==> src/rtl/gcd_drain.sv <==
// Output stage after the last gcd pipeline stage: rebuilds |operand| << C, flags
// non-converged lanes, buffers results in a FIFO and stalls the pipeline when full.
module gcd_drain #(
  parameter  int unsigned DATA_WIDTH = 32,
  parameter  int unsigned DEPTH      = 4,
  localparam int unsigned ADDR_W     = $clog2(DEPTH)
) (
  input  logic                  Clk,
  input  logic                  Reset,
  input  logic                  In_valid,
  input  logic [DATA_WIDTH-1:0] Ain,
  input  logic [DATA_WIDTH-1:0] Bin,
  input  logic [DATA_WIDTH-1:0] Cin,
  output logic                  Pipe_en,
  output logic                  Out_valid,
  input  logic                  Out_ready,
  output logic [DATA_WIDTH-1:0] Gcd,
  output logic                  Gcd_err,
  output logic [ADDR_W:0]       Count
);

  localparam int unsigned      ENTRY_W = DATA_WIDTH + 1;
  localparam logic [ADDR_W:0]  FULL_L  = (ADDR_W+1)'(DEPTH);
  localparam logic [DATA_WIDTH-1:0] DW_L = DATA_WIDTH'(DATA_WIDTH);

  logic [ENTRY_W-1:0]    mem_q [DEPTH];
  logic [ADDR_W-1:0]     wr_ptr_q, wr_ptr_d;
  logic [ADDR_W-1:0]     rd_ptr_q, rd_ptr_d;
  logic [ADDR_W:0]       count_q, count_d;

  logic [DATA_WIDTH-1:0] sel;
  logic [DATA_WIDTH-1:0] mag;
  logic [DATA_WIDTH-1:0] value;
  logic                  err;
  logic                  wr_en;
  logic                  rd_en;

  // Result reconstruction; a zero A means B carries the surviving odd factor.
  always_comb begin
    sel   = (Ain == '0) ? Bin : Ain;
    mag   = sel[DATA_WIDTH-1] ? -sel : sel;
    value = (Cin >= DW_L) ? '0 : (mag << Cin);
    err   = !((Ain == Bin) || (Ain == '0) || (Bin == '0));
  end

  // Flow control depends on registered occupancy only.
  assign Pipe_en   = (count_q != FULL_L);
  assign Out_valid = (count_q != '0);
  assign wr_en     = In_valid && Pipe_en;
  assign rd_en     = Out_valid && Out_ready;

  assign Gcd     = mem_q[rd_ptr_q][DATA_WIDTH-1:0];
  assign Gcd_err = mem_q[rd_ptr_q][DATA_WIDTH];
  assign Count   = count_q;

  always_comb begin
    wr_ptr_d = wr_ptr_q + ADDR_W'(wr_en);
    rd_ptr_d = rd_ptr_q + ADDR_W'(rd_en);
    count_d  = count_q + (ADDR_W+1)'(wr_en) - (ADDR_W+1)'(rd_en);
  end

  always_ff @(posedge Clk or negedge Reset) begin
    if (!Reset) begin
      wr_ptr_q <= '0;
      rd_ptr_q <= '0;
      count_q  <= '0;
    end else begin
      wr_ptr_q <= wr_ptr_d;
      rd_ptr_q <= rd_ptr_d;
      count_q  <= count_d;
    end
  end

  // Storage is cleared on reset so the idle head reads as zero.
  always_ff @(posedge Clk or negedge Reset) begin
    if (!Reset) begin
      for (int i = 0; i < DEPTH; i++) mem_q[i] <= '0;
    end else if (wr_en) begin
      mem_q[wr_ptr_q] <= {err, value};
    end
  end

endmodule

==> config.mk <==
export PLATFORM = sky130hd
export DESIGN_NAME = gcd_drain
export DESIGN_NICKNAME = d
export VERILOG_FILES = /design/src/rtl/gcd_drain.sv
export SDC_FILE = /design/constraint.sdc
export NUM_CORES = 1
export LEC_CHECK = 0
export BUFFER_PORTS_ARGS = -buffer_cell sky130_fd_sc_hd__buf_2
export CORE_UTILIZATION = 54
export DETAILED_ROUTE_END_ITERATION = 8
export PLACE_DENSITY = 0.88
export SKIP_CTS_REPAIR_TIMING = 1
export SYNTH_ARGS = -nofsm -noshare
export SYNTH_HDL_FRONTEND = slang
export SYNTH_SLANG_ARGS = --single-unit
==> constraint.sdc <==
create_clock -name Clk -period 2.3 [get_ports Clk]
set_input_delay 0.46 -clock Clk [delete_from_list [all_inputs] [get_ports Clk]]
set_output_delay 0.46 -clock Clk [all_outputs]
set_load 0.01 [all_outputs]
==> impl_metrics.yaml, run 1 <==
status:
  status: "aborted with a tool error"
  lastStage: "5_1_grt"
  error: "[ERROR GRT-0232] Routing congestion too high. Check the congestion heatmap in the GUI."
global_route:
  gr-total-overflow: 23
  gr-usage-all-layers_pct: 80.2
  grt_max_degree: 63
  grt_antenna_before_repair: 9
synthesis:
  synth_cell_type_count: 101
  syn_area_per_cell_sq_um: 8.51
  synth-main-ff-cell: "dfrtp_1"
  synth_edf_count: 0
  ys_seq_elements: 139
  async_reset_ff_share_pct: 100
  ys_seq_area_share_pct: 31.1
  yosysWarnings: 0
  syn_area_sq_um: 11200
  synthCells: 1312
  synth_nets: 1418
clock_network:
  cts_buffers: 17
  htreeDepth: 4
  clk_path_buf_depth: 2
  clock-sinks: 139
  cts_root_buf: "clkbuf_16"
floorplan:
  start_util_pct: 55.2
  io_pins: 138
  fp.dieH_um: 146
  die_w_um: 146
  fp-row-count: 52
timing:
  worst_endpoint_kind: "register input"
  worst_endpoint: "mem_q[51]$_DFFE_PN0P_/D"
placed_design:
  gp_congestion: 1.12
  hpwl_um: 35000
  post-place-ws_ns: -2.42
  port_buffers: 137
  dp_cells: 1956
-- through the flow --
stage / TNS [ns] / cell area (sq um)
3_5_place_dp: -269.59 / 14700
4_1_cts: -226.86 / 15300
2_1_floorplan: -217.67 / 11500
3_3_place_gp: -238.34 / 14700
-- metal layers --
layer	overflow	global-route usage, %
met1	0	79.8
met5	0	47.3
met4	13	78.0
met2	9	92.0
met3	1	70.9
-- kinds of logic after synthesis --
group	Yosys count	synth area share, %
muxes	65	10.5
adders and majority gates	6	0.740
buffers and inverters	118	4.65
and+or+nand+nor	521	22.8
DFF	139	31.1
AOI/OAI and AO/OA	416	26.5
xor gates and xnor gates	47	3.75
-- synth_stat cells (all sizes together) (13+ instances only) --
master | count | area (sq um)
mux2 | 13 | 146
o21ai | 131 | 659
a22oi | 17 | 133
buf | 22 | 159
nor3 | 52 | 282
nand2 | 205 | 769
xor2 | 37 | 324
clkbuf | 80 | 300
nand3 | 33 | 175
o211ai | 18 | 135
mux4 | 40 | 901
a22o | 21 | 184
nor2 | 93 | 352
or3 | 20 | 130
nor4 | 38 | 280
o21a | 15 | 113
or4 | 16 | 128
inv | 16 | 60.1
dfrtp | 139 | 3480
a211oi | 15 | 118
and2 | 15 | 93.8
a21oi | 59 | 307
==> run 2, diff against run 1 <==
--- a/config.mk
+++ b/config.mk
@@ -6,9 +6,9 @@
 export NUM_CORES = 1
 export LEC_CHECK = 0
 export BUFFER_PORTS_ARGS = -buffer_cell sky130_fd_sc_hd__buf_2
-export CORE_UTILIZATION = 54
+export CORE_UTILIZATION = 40
 export DETAILED_ROUTE_END_ITERATION = 8
-export PLACE_DENSITY = 0.88
+export PLACE_DENSITY_LB_ADDON = 0.15
 export SKIP_CTS_REPAIR_TIMING = 1
 export SYNTH_ARGS = -nofsm -noshare
 export SYNTH_HDL_FRONTEND = slang
==> constraint.sdc (replaced) <==
create_clock -name Clk -period 3 [get_ports Clk]
set_input_delay 0.6 -clock Clk [delete_from_list [all_inputs] [get_ports Clk]]
set_output_delay 0.6 -clock Clk [all_outputs]
set_load 0.01 [all_outputs]
==> run 2 against run 1 <==
The flow now finishes, with violations (setup timing). Area after synthesis unchanged. Synthesized cell count unchanged.
==> impl_metrics.yaml, run 2 <==
status:
  status: "finished with violations"
  violations: "setup timing"
timing:
  rsz0062_at_grt: "yes"
  finalMaxSlewViolations: 0
  layout_setup_ws_ns: -1.22
  finalCritPeriodShare_pct: 141
  setup_tns_ns: -122.11
  hold_violations: 0
  fin_crit_ns: 4.22
  whs_ns: 0.194
  max_freq_mhz: 237
  slew_headroom_pct: 39.5
  finalClockSkew_ns: 0.0184
  finalSetupViolCount: 124
  worstMarginPinSlew_ns: 0.903
placed_design:
  dp_cells: 2037
  gp_congestion: 0.994
  port_buffers: 137
  hpwl_um: 33400
route:
  detail-route-antenna-nets: 0
  drt_iter0_drc: 1283
  drc_errors: 0
  drt_pass1_iterations: 6
  dr_wl_met3_um: 4200
  drt-vias-per-instance: 6.07
  dr_wl_met2_um: 20500
  routedWlPerCell_um: 21.4
  met1Wirelength_um: 19300
  routed_wl_um: 44700
  routed.top_layer: "met4"
  vias: 12696
finish:
  area_growth_pct: 48.7
  instances_no_fill: 2090
  largest_register_ffs: 132
  post-route-util_pct: 61.1
  drive_gt1_share_pct: 46.8
  fillers: 2406
  final_common_cell: "buf_4"
  nets: 1810
  largest-register: "mem_q"
  layout_common_cells: "buf_4 (310), nand2_1 (187), dfrtp_1 (138)"
clock_network:
  cts_root_buf: "clkbuf_16"
  htreeDepth: 4
  cts_buffers: 17
  clock-sinks: 139
  clk_latency_ns: 0.43
  clkTransAtPathRegs_ns: 0.07
  clk_path_buf_depth: 2
  cts_tree: "yes"
pwr:
  p_comb_share_pct: 35.0
  p_sw_share_pct: 37.5
  internal_power_mw: 4.09
  power_frac_clock_pct: 32.1
  power_density_nw_per_um2: 394
  p_seq_share_pct: 32.8
  total_power_mw: 6.55
  ir_drop_mv: 0.395
  leakagePower_nw: 7.15
  p_sw_mw: 2.46
setup_path:
  cp.required_ns: 3.30
  path_cells: "buf_6 > or4_4 > or3_4 > nor4_4 > buf_4 > a21oi_4 > ha_4 > nor3b_4 > and4_4 > nand2b_4 > o41ai_4 > buf_4 > nand2_4 > nand3_4 > a22o_1 > mux4_2 > nor3_4 > a2111oi_4 > mux2_4"
  critPathCaptureType: "flip-flop"
  r2r_start: "Count[1]"
  startpoint: "Ain[15]"
  slowest_delay_ns: 0.54
  critPathBufInv: 3
  path_class: "input pin to flip-flop"
  critPathLaunchType: "input pin"
  path_common_cell: "buf_4"
  critical_path.max_fanout: 4
  cp_top_family: "simple AND/OR/NAND/NOR gates"
  worstPathArrival_ns: 4.52
  slowest_stage: "mux4_2"
floorplan:
  fp.dieH_um: 169
  dieArea_sq_um: 28600
  fp-row-count: 60
  die_w_um: 169
  start_util_pct: 41.1
  io_pins: 138
  core_sq_um: 27200
synthesis:
  synth_cell_type_count: 101
  synth_most_common_cell: "nand2_1"
  synth_nets: 1418
  synth_compound_area_share_pct: 26.5
  async_reset_ff_share_pct: 100
  yosysWarnings: 0
  synth_top_area_share_pct: 31.1
  synthAdderAreaFrac_pct: 0.739
  synth-xor-area-share_pct: 3.75
  synth_edf_count: 0
  synthTopCellsByCount: "nand2_1 (205), dfrtp_1 (139), o21ai_0 (109)"
  syn_area_sq_um: 11200
  muxShareOfSynthArea_pct: 10.5
  ys_seq_elements: 139
  synth_area_leaders: "dfrtp_1 (31%), mux4_2 (8.1%), nand2_1 (6.9%), o21ai_0 (4.9%), nor2_1 (3.1%)"
  ys_seq_area_share_pct: 31.1
  synth-main-ff-cell: "dfrtp_1"
  synthCells: 1312
  syn_area_per_cell_sq_um: 8.51
  yosysTopAreaCell: "dfrtp_1"
  synth-simple-area-share_pct: 22.8
  synth_top_family_by_area: "compound AO/OA/AOI/OAI gates"
flow_run:
  maxCapViolCount: 0
min_path:
  worstHoldPathType: "input pin to async pin"
global_route:
  grt_pass1_vias: 12090
  grt_pass1_wl_um: 67800
  gr-total-overflow: 0
  gr-usage-all-layers_pct: 30.8
  grt_antenna_before_repair: 1
  grt_max_degree: 75
[run 2: layer usage]
metal / up-vias / track usage, %
met5: - / 0
met4: 0 / 7.48
met3: 56 / 7.51
met2: 588 / 47.0
met1: 6256 / 43.9
li1: 5796 / -
[run 2: kinds of logic after synthesis]
logic type | Yosys count
compound gates | 416
mux | 65
fa+ha+maj | 6
flops | 139
simple gates | 521
buf+inv | 118
xor+xnor | 47
[run 2: metrics by stage]
| stage | area (sq um) | setup WS [ns] |
|---|---|---|
| 3_5_place_dp | 14700 | -1.75 |
| 5_1_grt | 16600 | -1.33 |
| 3_3_place_gp | 14700 | -1.71 |
| 6_report | 16600 | -1.22 |
| 4_1_cts | 15200 | -1.33 |
| 2_1_floorplan | 11500 | -1.61 |
[run 2: worst paths after layout]
kind / cells after the start / slack [ns] / to
max in group asynchronous: 2 / 2.11 / mem_q[92]
worst max-delay path: 19 / -1.22 / mem_q[28]
min in group Clk: 2 / 0.47 / mem_q[68]
worst min-delay path: 1 / 0.19 / mem_q[119]
worst min register to register: 2 / 0.47 / mem_q[68]
worst max register to register: 9 / 0.74 / Count[2]
[run 2: cell type report]
cell class	instances	area [sq um]	area share, %
multi-input combinational	1055	8600	51.8
sequential	139	3480	20.9
timing repair buffer	475	3420	20.6
tap	372	465	2.80
clock buffer	17	425	2.56
clock inverter	15	156	0.942
inverter	16	60.1	0.362
antenna	1	2.50	0.0151
[run 2: power groups by stage]
stage / clock network, mW / logic, mW / registers (mW)
6_report: 2.10 / 2.29 / 2.15
5_1_grt: 2.22 / 2.46 / 2.17
4_1_cts: 2.13 / 2.12 / 2.15
3_5_place_dp: 0 / 2.11 / 2.19
3_3_place_gp: 0 / 2.09 / 2.18
2_1_floorplan: 0 / 1.27 / 2.09
[run 2: worst register-to-register path: cells and delay by family, from the launching register on]
| kind | cells | cell delay [ns] |
|---|---|---|
| xor+xnor | 2 | 0.32 |
| fa+ha+maj | 3 | 0.75 |
| buf+inv | 2 | 0.11 |
| flops | 1 | 0.45 |
| simple gates | 2 | 0.55 |
Note: power is estimated with default switching activity, not from simulation.
